## src/rtl/tap_ir_dr_ctrl.sv

```systemverilog
// JTAG IR/DR stage: IR shift/update pair, BYPASS + IDCODE DRs, optional USER DR (TAP_USER_DR_EN), negedge-retimed TDO.
// Latency tdi->tdo in SHIFT: BYPASS 1, IDCODE 32, USER USER_W, IR IR_WIDTH tck; no backpressure, paced by tap_state.
module tap_ir_dr_ctrl #(
  parameter int          IR_WIDTH   = 4,
  parameter logic [31:0] IDCODE_VAL = 32'h1234_5001,
  parameter int          USER_W     = 16
) (
  input  logic                tck,
  input  logic                trst_n,
  input  logic [15:0]         tap_state,
  input  logic                tdi,
  output logic                tdo,
  output logic                tdo_oe,
  output logic [IR_WIDTH-1:0] ir_out,
  output logic [USER_W-1:0]   user_dr_out,
  input  logic [USER_W-1:0]   user_dr_in,
  output logic                user_update
);

  localparam logic [IR_WIDTH-1:0] OP_IDCODE  = {{(IR_WIDTH-1){1'b0}}, 1'b1};
  localparam logic [IR_WIDTH-1:0] OP_USER    = {{(IR_WIDTH-2){1'b0}}, 2'b10};
  localparam logic [IR_WIDTH-1:0] IR_CAPTURE = {{(IR_WIDTH-1){1'b0}}, 1'b1};

  // A corrupted state bus (none or several bits) must freeze everything.
  logic st_valid;
  assign st_valid = (tap_state != 16'd0) && ((tap_state & (tap_state - 16'd1)) == 16'd0);

  logic s_tlr, s_cap_dr, s_shift_dr, s_upd_dr, s_cap_ir, s_shift_ir, s_upd_ir;
  assign s_tlr      = st_valid & tap_state[0];
  assign s_cap_dr   = st_valid & tap_state[3];
  assign s_shift_dr = st_valid & tap_state[4];
  assign s_upd_dr   = st_valid & tap_state[8];
  assign s_cap_ir   = st_valid & tap_state[10];
  assign s_shift_ir = st_valid & tap_state[11];
  assign s_upd_ir   = st_valid & tap_state[15];

  logic [IR_WIDTH-1:0] ir_shift_q, ir_shift_d;
  logic [IR_WIDTH-1:0] ir_out_q, ir_out_d;
  logic                bypass_q, bypass_d;
  logic [31:0]         id_shift_q, id_shift_d;
  logic                tdo_q, tdo_d;
  logic                tdo_oe_q, tdo_oe_d;

  logic sel_id, sel_user, sel_byp;
  logic user_lsb;

  assign sel_id  = (ir_out_q == OP_IDCODE);
  assign sel_byp = !sel_id && !sel_user;

  // Instruction register: shift stage and the live (updated) instruction.
  always_comb begin
    ir_shift_d = ir_shift_q;
    ir_out_d   = ir_out_q;
    if (s_cap_ir) begin
      ir_shift_d = IR_CAPTURE;
    end else if (s_shift_ir) begin
      ir_shift_d = {tdi, ir_shift_q[IR_WIDTH-1:1]};
    end
    if (s_tlr) begin
      ir_out_d = OP_IDCODE;
    end else if (s_upd_ir) begin
      ir_out_d = ir_shift_q;
    end
  end

  always_comb begin
    bypass_d   = bypass_q;
    id_shift_d = id_shift_q;
    if (sel_byp) begin
      if (s_cap_dr) begin
        bypass_d = 1'b0;
      end else if (s_shift_dr) begin
        bypass_d = tdi;
      end
    end
    if (sel_id) begin
      if (s_cap_dr) begin
        id_shift_d = IDCODE_VAL;
      end else if (s_shift_dr) begin
        id_shift_d = {tdi, id_shift_q[31:1]};
      end
    end
  end

  always_ff @(posedge tck or negedge trst_n) begin
    if (!trst_n) begin
      ir_shift_q <= '0;
      ir_out_q   <= OP_IDCODE;
      bypass_q   <= 1'b0;
      id_shift_q <= '0;
    end else begin
      ir_shift_q <= ir_shift_d;
      ir_out_q   <= ir_out_d;
      bypass_q   <= bypass_d;
      id_shift_q <= id_shift_d;
    end
  end

`ifdef TAP_USER_DR_EN
  logic [USER_W-1:0] user_shift_q, user_shift_d;
  logic [USER_W-1:0] user_out_q, user_out_d;
  logic              user_upd_q, user_upd_d;

  assign sel_user = (ir_out_q == OP_USER);
  assign user_lsb = user_shift_q[0];

  always_comb begin
    user_shift_d = user_shift_q;
    user_out_d   = user_out_q;
    user_upd_d   = 1'b0;
    if (sel_user) begin
      if (s_cap_dr) begin
        user_shift_d = user_dr_in;
      end else if (s_shift_dr) begin
        user_shift_d = {tdi, user_shift_q[USER_W-1:1]};
      end
      if (s_upd_dr) begin
        user_out_d = user_shift_q;
        user_upd_d = 1'b1;
      end
    end
  end

  always_ff @(posedge tck or negedge trst_n) begin
    if (!trst_n) begin
      user_shift_q <= '0;
      user_out_q   <= '0;
      user_upd_q   <= 1'b0;
    end else begin
      user_shift_q <= user_shift_d;
      user_out_q   <= user_out_d;
      user_upd_q   <= user_upd_d;
    end
  end

  assign user_dr_out = user_out_q;
  assign user_update = user_upd_q;
`else
  logic unused_user_in;
  assign unused_user_in = ^user_dr_in;
  assign sel_user    = 1'b0;
  assign user_lsb    = 1'b0;
  assign user_dr_out = '0;
  assign user_update = 1'b0;
`endif

  // TDO is retimed to the falling edge so the probe samples it on the next rising edge.
  always_comb begin
    tdo_d    = tdo_q;
    tdo_oe_d = 1'b0;
    if (s_shift_ir) begin
      tdo_d    = ir_shift_q[0];
      tdo_oe_d = 1'b1;
    end else if (s_shift_dr) begin
      tdo_d    = sel_id ? id_shift_q[0] : (sel_user ? user_lsb : bypass_q);
      tdo_oe_d = 1'b1;
    end
  end

  always_ff @(negedge tck or negedge trst_n) begin
    if (!trst_n) begin
      tdo_q    <= 1'b0;
      tdo_oe_q <= 1'b0;
    end else begin
      tdo_q    <= tdo_d;
      tdo_oe_q <= tdo_oe_d;
    end
  end

  assign tdo    = tdo_q;
  assign tdo_oe = tdo_oe_q;
  assign ir_out = ir_out_q;

endmodule

```

## config.mk

```make
export PLATFORM = sky130hd
export DESIGN_NAME = tap_ir_dr_ctrl
export DESIGN_NICKNAME = d
export VERILOG_FILES = /design/src/rtl/tap_ir_dr_ctrl.sv
export SDC_FILE = /design/constraint.sdc
export NUM_CORES = 1
export LEC_CHECK = 0
export ABC_AREA = 1
export CORE_MARGIN = 1.5
export CORE_UTILIZATION = 53
export CTS_CLUSTER_SIZE = 20
export DETAILED_ROUTE_END_ITERATION = 8
export HOLD_SLACK_MARGIN = 0.15
export MAX_ROUTING_LAYER = met4
export PLACE_DENSITY = 0.9
export SYNTH_ARGS = -nofsm -noshare
export SYNTH_HDL_FRONTEND = slang
export SYNTH_SLANG_ARGS = --single-unit
```

## constraint.sdc

```tcl
create_clock -name tck -period 2.61 [get_ports tck]
set_input_delay 0.522 -clock tck [delete_from_list [all_inputs] [get_ports tck]]
set_output_delay 0.522 -clock tck [all_outputs]
set_load 0.1 [all_outputs]
```

-- Yosys cells after proc, flatten, opt, wreduce, memory -nomap -nowiden
Index checks and enable logic that the tools add are counted.
- output and inout port bits: 23
- memory bits (writable): 0
- register bits after elaboration: 43
- bits in latches: 0
- memories: 0
- bits in read-only memories: 0
- logic and storage cells: 38
- $lt $le $gt $ge: 0
- divide/modulo/power cells: 0
- add/sub/neg operators: 1
- muxes and demuxes: 13
- eq/ne operators: 1
- bitwise logic cells: 8
- multipliers: 0
- shifts and indexed selects: 0
- reductions and logical operators: 9
- operator list (cell ; number):
    $mux W32 ; 2
    $and A16 B16 Y16 ; 1
    $logic_not A16 Y1 ; 1
    $mux W4 ; 4
    $reduce_bool A16 Y1 ; 1
    $sub A16 B1 Y16 const B ; 1
    $reduce_bool A2 Y1 ; 4
    $mux W1 ; 7
    $and A1 B1 Y1 ; 6
    $eq A4 B1 Y1 const B ; 1
    $reduce_and A2 Y1 ; 2
    $logic_and A1 B1 Y1 ; 1
    $not A1 Y1 ; 1

-- Depth between registers and ports, before layout
- depth after elaboration: 7
- gate-level depth with buffers: 14

==> flow_metrics.py <==
metrics = {
    "hold_path": {
        "holdPathStages": 2,
        "hold_path_class": "reg -> reg",
    },
    "cts": {
        "clkLatencyLatePin_ns": 0.30,
        "cts.sinks": 43,
        "cts_tree": "yes",
        "cts-root-buf": "clkbuf_8",
        "htreeDepth": 2,
        "clk_pin_slew_ns": 0.08,
        "cts_made_buffers": 5,
        "clk_path_buf_depth": 2,
    },
    "detailed_routing": {
        "via_count": 2490,
        "detail_route.iter0.violations": 315,
        "drt_first_pass_iters": 6,
        "drt-total-wl_microns": 7022,
        "postRouteAntennaNets": 0,
        "wl_per_cell_microns": 15.74,
        "drc_errors": 0,
        "viasPerCell": 5.583,
    },
    "synthesis": {
        "syn_avg_cell_area_sq_um": 7.056,
        "yosys.area_share.simple_pct": 33.32,
        "synth_seq_cells": 43,
        "synth_xor_area_share_pct": 0,
        "netlist_instances": 330,
        "synth_compound_area_share_pct": 7.738,
        "post_synth_num_cell_types": 21,
        "yosys.area_share.adder_pct": 0,
        "ys_warn_count": 0,
        "synthMuxAreaShare_pct": 0,
        "ys_seq_area_share_pct": 46.27,
        "synthesis.area_sq_mm": 0.002328,
        "synth_top_family_by_area": "simple AND/OR/NAND/NOR gates",
    },
    "setup_path": {
        "path_buf_inv": 1,
        "startpoint_type": "input port",
        "cpMaxStageDelayCell": "nor2_4",
        "crit_chain": "buf_8 > nor2_4 > nand2_2 > nor2_4 > nand2_1 > nand2_1 > nand2_1 > nor2_2 > nand2_2 > nor3_4 > nand2_1 > nand2_1 > nand2_1",
        "critical_path_class": "in -> reg",
        "crit_family": "simple AND/OR/NAND/NOR gates",
        "r2r_cells": 9,
        "critical-path-max-stage-delay_ns": 0.19,
        "critPathRequiredTime_ns": 1.45,
        "cp.depth": 13,
        "cp.arrival_ns": 2.03,
        "end_kind": "flip-flop",
        "worstPathMaxFanout": 5,
        "crit_top_cell": "nand2_1",
    },
    "final_layout": {
        "drive_above_1_share_pct": 29.04,
        "finish.utilization_pct": 75.52,
        "multi_input_area_sq_mm": 0.001160,
        "fin_nets": 431,
        "fill_cells": 262,
        "antenna-diode-count": 0,
        "syn_to_final_growth_pct": 33.48,
        "register_area_sq_mm": 0.001077,
    },
    "place": {
        "port_buffers": 24,
        "place_hpwl_microns": 3675,
        "globalplace.congestion": 0.9880,
    },
    "floorplanning": {
        "coreArea_sq_mm": 0.004115,
        "pin_count": 58,
        "die-height_microns": 69.28,
        "rows": 23,
        "die_x_microns": 69.28,
        "initial_core_util_pct": 56.58,
        "design.die.area_sq_mm": 0.004800,
    },
    "timing": {
        "tightest_slew_ns": 0.6050,
        "setup_ws_ns": -0.5768,
        "finalHoldViolCount": 0,
        "finalMaxSlewViolations": 0,
        "rsz0062_at_grt": "yes",
        "finClkSkew_ns": 0.01431,
        "timing.setup.tns_ns": -1.293,
        "setup_viol": 5,
        "relSlewSlack_pct": 59.24,
    },
    "outcome": {
        "violations": "negative setup slack",
        "status": "finished with violations",
    },
    "run": {
        "drv_cap": 0,
    },
    "power_and_ir_drop": {
        "p_sw_share_pct": 29.24,
        "ir_drop_mv": 0.4439,
        "combPwrFrac_pct": 17.3,
        "internal-power_mw": 1.009,
        "p_clk_share_pct": 35.9,
        "power_density_mw_per_mm2": 458.6,
        "power.switching_uw": 416.7,
        "p_leak_nw": 1.576,
        "seqPwrFrac_pct": 46.8,
    },
    "global_route": {
        "track_usage_pct": 25.50,
        "grt_pass1_vias": 2196,
        "overflow": 0,
        "grt_start_max_net_pins": 41,
        "antenna_found_initial": 0,
        "grt_pass1_wl_microns": 9563,
    },
}
## flip-flops by register name (all words and copies together) (netlist names)
signal / flops
tdo_oe: 1
ir_shift_q: 4
bypass_q: 1
tdo: 1
ir_out: 4
id_shift_q: 32
## timing repair
action                                 in CTS  in global routing
buffers inserted                            9                  4
setup endpoints to repair                   4                 22
hold buffers                                1                  0
gates resized for setup                    86                 18
endpoints found under the hold margin       7                  0
pin swaps                                  23                 20
gates cloned                                0                  2
## placed cells by master (no fill, tap or decap)
master / count
buf_6: 2
nand2_2: 12
nor3_4: 1
inv_2: 2
dfrtp_1: 40
nand3_4: 1
clkdlybuf4s50_1: 1
dlygate4sd2_1: 1
inv_1: 26
nand3_2: 2
buf_12: 4
buf_8: 1
nand3_1: 2
clkdlybuf4s15_2: 1
clkdlybuf4s15_1: 1
buf_2: 12
nor2_2: 15
dfrtn_1: 2
clkbuf_1: 1
o21ai_0: 6
clkbuf_16: 2
conb_1: 17
nor2_1: 39
a21oi_1: 1
nor2_4: 7
buf_4: 43
bufinv_16: 1
dlygate4sd3_1: 1
dfstp_2: 1
nand2_1: 114
o21ai_2: 3
o21ai_1: 26
nand4_1: 3
clkbuf_8: 5
## through the flow
step / area [sq um] / power (mW) / setup WS (ns) / hold slack (ns) / cells
2_1_floorplan: 2401 / 0.8398 / -0.4382 / 0.2264 / 346
3_3_place_gp: 2765 / 0.8957 / -0.9875 / 0.3924 / 423
3_5_place_dp: 2765 / 0.8971 / -1.053 / 0.4020 / 423
4_1_cts: 2973 / 1.400 / -0.3299 / 0.4980 / 440
5_1_grt: 3108 / 1.475 / -0.6308 / 0.5297 / 446
6_report: 3108 / 1.425 / -0.5768 / 0.4956 / 446
## per-layer routing
metal / global-route usage [%] / part of all wire, % / vias up
met2: 44.23 / 49 / 180
met4: 8.932 / 5.5 / 0
li1: - / - / 1106
met1: 29.32 / 37 / 1158
met5: - / 0 / -
met3: 5.233 / 8.3 / 46
## final timing paths
path,from,end,slack [ns]
max in group asynchronous,trst_n,tdo_oe$_DFF_NN0_,0.56
worst max-delay path,tap_state[0],tdo$_DFFE_NN0P_,-0.58
worst min-delay path,id_shift_q[19]$_DFFE_PN0P_,id_shift_q[19]$_DFFE_PN0P_,0.50
worst max register to register,ir_out[0]$_DFFE_PN1P_,tdo$_DFFE_NN0P_,-0.25
worst min register to register,id_shift_q[19]$_DFFE_PN0P_,id_shift_q[19]$_DFFE_PN0P_,0.50
min in group asynchronous,trst_n,ir_out[3]$_DFFE_PN0P_,0.63
## cells by family after synthesis
logic type	Yosys count
AO/OA/AOI/OAI	36
flip-flops	43
AND/OR/NAND/NOR	196
other	1
buffers and inverters	54
## power by group through the flow
stage / registers (mW) / clock network (mW) / logic, mW
after floorplan: 0.681 / 0 / 0.159
after CTS: 0.667 / 0.501 / 0.232
after global placement: 0.680 / 0 / 0.216
after detailed placement: 0.680 / 0 / 0.217
after global routing: 0.667 / 0.549 / 0.259
final: 0.667 / 0.511 / 0.247
## synthesized netlist by cell type, drive strengths merged
cell type / instances / area, sq um
nand3: 5 / 30.03
nand2: 126 / 475.5
a21oi: 1 / 5.000
dfrtn: 2 / 50.05
o21ai: 35 / 175.2
nand4: 3 / 18.77
dfstp: 1 / 26.28
nor2: 61 / 246.5
inv: 28 / 105.1
clkbuf: 4 / 15.01
buf: 22 / 171.4
nor3: 1 / 5.000
conb: 1 / 3.750
dfrtp: 40 / 1001
## cell type report
cell class	instances	area share, %
Timing Repair Buffer	69	19.32
Tap cell	50	2.013
Inverter	28	3.382
Multi-Input combinational cell	249	37.32
Clock buffer	6	2.335
Sequential cell	43	34.66
Clock inverter	1	0.9662
## worst reg2reg max path: cells and delay by family, from the launching register on
kind,cells,cell delay [ns]
AOI/OAI and AO/OA,2,0.27
buffers and inverters,2,0.17
DFF,1,0.53
and+or+nand+nor,5,0.44
Note: power is estimated with default switching activity, not from simulation.
